### src/rtl/serial_pkg.sv
// -----------------------------------------------------------------------------
// serial_pkg
// Constants shared by the serial link transmitter and receiver.
//   - FSM state encodings (IDLE/START/DATA/STOP)
//   - Line-level values for the idle line, the start bit and the stop bit
// -----------------------------------------------------------------------------
package serial_pkg;

    typedef logic [1:0] serial_state_t;

    localparam serial_state_t IDLE  = 2'd0;
    localparam serial_state_t START = 2'd1;
    localparam serial_state_t DATA  = 2'd2;
    localparam serial_state_t STOP  = 2'd3;

    localparam logic LINE_IDLE = 1'b1;
    localparam logic START_BIT = 1'b0;
    localparam logic STOP_BIT  = 1'b1;

endpackage

### src/rtl/serial_bit_timer.sv
// -----------------------------------------------------------------------------
// serial_bit_timer
// Free-running cycle counter that marks the last clock of every serial bit.
// Ports:
//   clk     - system clock
//   rst     - synchronous active-high reset
//   clear   - restart the bit period (counter to 0 on this edge)
//   bitDone - high during the last cycle of the current bit period
// -----------------------------------------------------------------------------
module serial_bit_timer #(
    parameter int CLKS_PER_BIT = 4
) (
    input  logic clk,
    input  logic rst,
    input  logic clear,
    output logic bitDone
);

    localparam int CW = (CLKS_PER_BIT > 1) ? $clog2(CLKS_PER_BIT) : 1;
    localparam logic [CW-1:0] LAST = CW'(CLKS_PER_BIT - 1);

    logic [CW-1:0] cnt_q, cnt_d;

    assign bitDone = (cnt_q == LAST);

    always_comb begin
        cnt_d = cnt_q + 1'b1;
        if (clear || bitDone) cnt_d = '0;
    end

    always_ff @(posedge clk) begin
        if (rst) cnt_q <= '0;
        else     cnt_q <= cnt_d;
    end

endmodule

### src/rtl/serial_tx_nbits.sv
// -----------------------------------------------------------------------------
// serial_tx_nbits
// Serial link transmitter: takes an NBITS word over a valid/ready handshake and
// sends it LSB-first framed by a start bit (0) and a stop bit (1), each bit
// held for CLKS_PER_BIT clocks.
// Ports:
//   clk       - system clock
//   rst       - synchronous active-high reset
//   data      - parallel word to send
//   dataValid - data holds a word to send
//   dataReady - a word is accepted on this edge if dataValid is also high
//   txSerial  - serial line, idles high, driven from a flop
//   busy      - frame in progress
// -----------------------------------------------------------------------------
module serial_tx_nbits
    import serial_pkg::*;
#(
    parameter int NBITS        = 8,
    parameter int CLKS_PER_BIT = 4
) (
    input  logic             clk,
    input  logic             rst,
    input  logic [NBITS-1:0] data,
    input  logic             dataValid,
    output logic             dataReady,
    output logic             txSerial,
    output logic             busy
);

    localparam int BW = (NBITS > 1) ? $clog2(NBITS) : 1;
    localparam logic [BW-1:0] LAST_BIT = BW'(NBITS - 1);

    serial_state_t    state_q, state_d;
    logic [BW-1:0]    bitCnt_q, bitCnt_d;
    logic [NBITS-1:0] shift_q, shift_d, shifted;
    logic             tx_q, tx_d;
    logic             busy_q, busy_d;
    logic             ready_q, ready_d;
    logic             accept;
    logic             bitDone;

    assign accept  = ready_q && dataValid;
    assign shifted = shift_q >> 1;

    // Bit period restarts on acceptance so the start bit gets a full period.
    serial_bit_timer #(
        .CLKS_PER_BIT(CLKS_PER_BIT)
    ) u_timer (
        .clk    (clk),
        .rst    (rst),
        .clear  (accept),
        .bitDone(bitDone)
    );

    always_comb begin
        state_d  = state_q;
        bitCnt_d = bitCnt_q;
        shift_d  = shift_q;
        tx_d     = tx_q;
        case (state_q)
            IDLE: begin
                if (dataValid) begin
                    shift_d  = data;
                    bitCnt_d = '0;
                    tx_d     = START_BIT;
                    state_d  = START;
                end
            end
            START: begin
                if (bitDone) begin
                    tx_d    = shift_q[0];
                    state_d = DATA;
                end
            end
            DATA: begin
                if (bitDone) begin
                    shift_d = shifted;
                    if (bitCnt_q == LAST_BIT) begin
                        tx_d    = STOP_BIT;
                        state_d = STOP;
                    end else begin
                        // Counter stops at NBITS-1 so it never wraps.
                        bitCnt_d = bitCnt_q + 1'b1;
                        tx_d     = shifted[0];
                    end
                end
            end
            STOP: begin
                if (bitDone) begin
                    tx_d    = LINE_IDLE;
                    state_d = IDLE;
                end
            end
            default: begin
                tx_d    = LINE_IDLE;
                state_d = IDLE;
            end
        endcase
        busy_d  = (state_d != IDLE);
        ready_d = (state_d == IDLE);
    end

    always_ff @(posedge clk) begin
        if (rst) begin
            state_q  <= IDLE;
            bitCnt_q <= '0;
            shift_q  <= '0;
            tx_q     <= LINE_IDLE;
            busy_q   <= 1'b0;
            ready_q  <= 1'b1;
        end else begin
            state_q  <= state_d;
            bitCnt_q <= bitCnt_d;
            shift_q  <= shift_d;
            tx_q     <= tx_d;
            busy_q   <= busy_d;
            ready_q  <= ready_d;
        end
    end

    assign dataReady = ready_q;
    assign txSerial  = tx_q;
    assign busy      = busy_q;

endmodule

### config.mk
export PLATFORM = sky130hd
export DESIGN_NAME = serial_tx_nbits
export DESIGN_NICKNAME = d
export VERILOG_FILES = /design/src/rtl/serial_pkg.sv /design/src/rtl/serial_bit_timer.sv /design/src/rtl/serial_tx_nbits.sv
export SDC_FILE = /design/constraint.sdc
export NUM_CORES = 1
export LEC_CHECK = 0
export ABC_AREA = 1
export CORE_ASPECT_RATIO = 1.4
export CORE_MARGIN = 8
export CORE_UTILIZATION = 50
export DETAILED_ROUTE_END_ITERATION = 12
export PLACE_DENSITY = 0.73
export SLEW_MARGIN = 5
export SYNTH_ARGS = -nofsm -noshare
export SYNTH_HDL_FRONTEND = slang
export SYNTH_SLANG_ARGS = --single-unit
### constraint.sdc
create_clock -name clk -period 1.5 [get_ports clk]
set_clock_uncertainty 0.1 [all_clocks]
set_input_delay 0.45 -clock clk [delete_from_list [all_inputs] [get_ports clk]]
set_output_delay 0.45 -clock clk [all_outputs]
set_load 0.02 [all_outputs]
## Yosys cells after proc, flatten, opt, wreduce, memory -nomap -nowiden

Index checks and enable logic that the tools add are counted.

- Flip-flop bits (word level): 18
- Input bits: 11
- Output and inout bits: 3
- Word-level logic and storage cells: 48

- Multiplexer cells: 19
- Reductions and logical operators: 10
- Equality and inequality tests: 10
- Add/subtract/negate cells: 2

Operator list:

| cell | count |
|---|---|
| $mux W8 | 2 |
| $pmux W8 S2 | 1 |
| $mux W2 | 5 |
| $mux W3 | 3 |
| $pmux W2 S4 | 1 |
| $reduce_and A4 Y1 | 2 |
| $eq A2 B2 Y1 const B | 3 |
| $ne A2 B1 Y1 const B | 3 |
| $pmux W3 S2 | 1 |
| $mux W1 | 5 |
| $logic_not A2 Y1 | 2 |
| $ne A2 B2 Y1 const B | 2 |
| $pmux W1 S4 | 1 |
| $reduce_bool A2 Y1 | 2 |
| $add A3 B1 Y3 const B | 1 |
| $eq A3 B3 Y1 const B | 1 |
| $reduce_and A3 Y1 | 1 |
| $add A2 B1 Y2 const B | 1 |
| $eq A2 B1 Y1 const B | 1 |
| $reduce_or A2 Y1 | 1 |
| $logic_and A1 B1 Y1 | 1 |
| $logic_or A1 B1 Y1 | 1 |

## Longest topological paths before layout

- Word-level depth: 5
- Gate-level depth with buffers: 8
- Depth with buffers taken out: 8

## Cells and area by module

From an unflattened synthesis, not the netlist that was laid out.

- Cell total of the unflattened synthesis: 140
- Area total of the unflattened synthesis: 943.4 um^2

Modules (own cells, without submodules):

| module | seq. area each (um^2) | area an instance (um^2) | cells an instance | instances |
|---|---|---|---|---|
| serial_tx_nbits | 320.3 | 868.3 | 131 | 1 |
| serial_bit_timer | 40.0 | 75.1 | 9 | 1 |

## Least setup slack after synthesis

OpenSTA, ideal clock, no wires.

- Path type: register -> register
- Start: register bitCnt_q[0]
- End: register bitCnt_q[0]
- Cell stages (with the launch flop): 9
- Period minus slack after synthesis: 1294 ps
- Arrival: 1079 ps
- Setup slack: 206 ps
- Setup time: 115 ps
- Path buffers: 0
- Data required time: 1285 ps
- Cells stage by stage: dfxtp_1 -> ha_1 -> ha_1 -> inv_1 -> nand3_1 -> nand2_1 -> nand3_1 -> nand2_1 -> nor2_1

- Cells in the longest elaborated chain, start to end: 4
- Elaborated cells between the ends (all ways): 7
- Classes of those cells: 1 x add/sub; 2 x eq/ne; 3 x mux; 1 x reduce/logical

RTL lines:

| element | RTL line | source |
|---|---|---|
| start: declaration | serial_tx_nbits.sv:34 | `logic [BW-1:0] bitCnt_q, bitCnt_d;` |
| start signal: assignment | serial_tx_nbits.sv:113 | `bitCnt_q <= bitCnt_d;` |
| $add A3 B1 Y3 | serial_tx_nbits.sv:83 | `bitCnt_d = bitCnt_q + 1'b1;` |
| $mux W3 | serial_tx_nbits.sv:78 | `if (bitCnt_q == LAST_BIT) begin` |
| $mux W3 | serial_tx_nbits.sv:76 | `if (bitDone) begin` |
| $pmux W3 S2 | serial_tx_nbits.sv:60 | `case (state_q)` |

Several ways; a longest one is shown, not always the timed one. The select of a mux whose other input is x is not followed.
A chain may end at the register's enable or synchronous reset.

## Final worst setup path

- Start: register ready_q, in the netlist dataReady
- End: output port dataReady

RTL lines:

| element | RTL line | source |
|---|---|---|
| start: declaration | serial_tx_nbits.sv:38 | `logic ready_q, ready_d;` |
| start signal: assignment | serial_tx_nbits.sv:117 | `ready_q <= ready_d;` |
| end: declaration | serial_tx_nbits.sv:25 | `output logic dataReady,` |

No word-level cell between the ends.

==> results.json <==
{
  "dp_cells": 184,
  "worstPathCellList": "clkdlybuf4s15_2",
  "viasPerCell": 5.11,
  "hold_viol": 0,
  "endpoint": "dataReady",
  "synth_top_area_cell": "dfxtp_1",
  "cp_data_arrival_time_ps": 890,
  "cp_max_fo": 2,
  "setup_viol": 0,
  "worst_r2r_endpoint": "bitCnt_q[1]",
  "synth_warnings": 0,
  "hold_depth": 1,
  "path_depth": 1,
  "synthTopCellsByArea": "dfxtp_1 38%, nand2_1 14%, nand3_1 10%, nor2_1 9.8%, inv_1 7.5%",
  "placement_rows": 18,
  "powerDensity_mw_per_mm2": 877,
  "routed_wl_um": 2090,
  "cp-start-kind": "register",
  "grt_pass1_wl_um": 3650,
  "coreArea_mm2": 0.00178,
  "worstPathRequired_ps": 950,
  "synth_nets": 159,
  "r2r.worst_path.cells": 8,
  "slew_viol_final": 0,
  "slowest_delay_ps": 340,
  "worst-path-buf-inv": 1,
  "ant_nets": 0,
  "yosysSeqAreaShare": 0.378,
  "drtPass1Iterations": 4,
  "cts_root_buf": "clkbuf_4",
  "synth_common_cells": "35 x nand2_1, 25 x nor2_1, 20 x nand3_1, 19 x inv_1, 18 x dfxtp_1",
  "worstSkewPairLatency_ps": 290,
  "grt_use_total": 0.128,
  "outcome": "complete, no violations",
  "max_cap_violations": 0,
  "syn_area_um2": 953,
  "power_uw": 1050,
  "grt_max_degree": 11,
  "drive_gt1_frac": 0.155,
  "final_nets": 183,
  "fillers": 161,
  "synth_edf_count": 0,
  "ir_drop_mv": 0.606,
  "die_w_um": 52.9,
  "path_clk_slew_ps": 100,
  "grt_pass1_vias": 951,
  "syn_avg_cell_area_um2": 6.58,
  "hp-class": "reg2reg",
  "ys_types": 18,
  "r2r-start": "bitCnt_q[0]",
  "critPathTopFamily": "flip-flops",
  "dominantRegCellSynth": "dfxtp_1",
  "min_period_ps": 1440,
  "port_buffers": 13,
  "setup_slack_ps": 59.4,
  "cts_num_sinks": 18,
  "netlist.area_leader.share": 0.378,
  "leakagePower_uw": 0.000601,
  "timing.final.crit_share": 0.960,
  "yosysMostFrequentCell": "nand2_1",
  "hpwl_um": 1660,
  "gp_routability_congestion": 0.855,
  "cts_max_level": 1,
  "hold_ws_ps": 324,
  "place_worst_setup_slack_ps": -157,
  "ys_async_sr_fraction": 0,
  "fin_cells": 188,
  "cp-end-kind": "primary output",
  "postCtsSetupBuffers": 0,
  "fmax_ghz": 0.694,
  "die_h_um": 67.7,
  "cts_buffer_depth": 2,
  "postCtsHoldBufs": 0,
  "cp_slowest_cell": "dfxtp_1",
  "rsz0062_at_grt": "false",
  "vias": 961,
  "path_class": "reg2out",
  "slew_headroom": 0.852,
  "drtIter0Drc": 15,
  "routedWlPerCell_um": 11.1,
  "antenna_found_initial": 0,
  "cts_buffers": 3,
  "grt-ovfl-total": 0,
  "dieArea_mm2": 0.00358,
  "area_growth_pct": 25.6,
  "tightestPinTransition_ps": 222,
  "synthCells": 145,
  "io_pins": 14,
  "synth-seq-cells": 18,
  "utilization": 0.673,
  "cts_tree": "yes",
  "r2r_slack_ps": 80,
  "n_antenna_cell": 0,
  "initial_utilization": 0.536,
  "drcViolationCount": 0,
  "startpoint": "dataReady"
}
-- power by group --
| group | switching [uW] | leakage [uW] | total, uW | internal [uW] |
|---|---|---|---|---|
| sequential | 18.4 | 0.000149 | 536 | 517 |
| clock | 151 | 0.0000210 | 299 | 148 |
| combinational | 116 | 0.000431 | 216 | 100 |
-- cell type report --
class                           count  area (um^2)  share of cell area
Clock buffer                        4         36.3              0.0303
Inverter                           20         75.1              0.0627
Multi-Input combinational cell    103          492               0.411
Sequential cell                    18          360               0.301
Tap cell                           20         25.0              0.0209
Timing Repair Buffer               23          209               0.175
-- metrics by stage --
stage | setup TNS (ps) | cell area (um^2)
after floorplan | 0 | 953
after global placement | -1350 | 1160
after detailed placement | -1710 | 1160
after CTS | 0 | 1200
after global routing | 0 | 1200
final | 0 | 1200
-- kinds of logic (layout without fill, tap and decap cells) --
logic type / count (synthesis) / in the layout / share of synthesized area
compound gates: 14 / 14 / 0.0748
flops: 18 / 18 / 0.378
buf+inv: 24 / 47 / 0.112
simple gates: 86 / 86 / 0.396
fa+ha+maj: 3 / 3 / 0.0394
-- how the worst min path moves through the flow --
stage                          start  slack (ps)          endpoint
CTS                 u_timer.cnt_q[0]         330  u_timer.cnt_q[0]
finish              u_timer.cnt_q[0]         320  u_timer.cnt_q[0]
detailed placement  u_timer.cnt_q[0]         320  u_timer.cnt_q[0]
global placement    u_timer.cnt_q[0]         310  u_timer.cnt_q[0]
global route        u_timer.cnt_q[0]         350  u_timer.cnt_q[0]
floorplan           u_timer.cnt_q[0]         300  u_timer.cnt_q[0]
-- layout by cell type, fill, tap and decap left out --
master,synthesis,routed
o21ai_1,3,3
clkbuf_4,0,3
buf_2,1,1
nor2_4,2,2
a21oi_1,4,4
buf_4,2,9
clkdlybuf4s50_1,0,10
nand3_2,0,1
a31oi_1,1,1
inv_1,19,18
nor2_1,25,25
nand2_4,1,1
clkdlybuf4s15_2,0,1
o21ai_0,6,6
clkbuf_8,0,1
buf_12,0,1
nand2_1,35,35
nand2_2,2,2
clkbuf_2,0,1
nand3_1,20,19
dfxtp_1,18,18
inv_2,1,2
ha_1,3,3
nor2_2,1,1
-- repair_timing --
action	4_1_cts	5_1_grt
endpoints found under the setup margin	3	5
pin swaps	0	0
gates cloned	0	0
resized for setup	8	4
-- registers in the layout (all words and copies together), names as in the netlist --
name           flops
dataReady          1
bitCnt_q           3
txSerial           1
state_q            2
u_timer.cnt_q      2
shift_q            8
busy               1
-- per-layer routing --
| layer | GRT usage | vias up | share of wire |
|---|---|---|---|
| li1 | - | 497 | - |
| met1 | 0.130 | 441 | 0.41 |
| met2 | 0.235 | 17 | 0.53 |
| met3 | 0.0264 | 6 | 0.038 |
| met4 | 0.0682 | 0 | 0.021 |
| met5 | 0 | - | 0 |
Note: power is estimated with default switching activity, not from simulation.
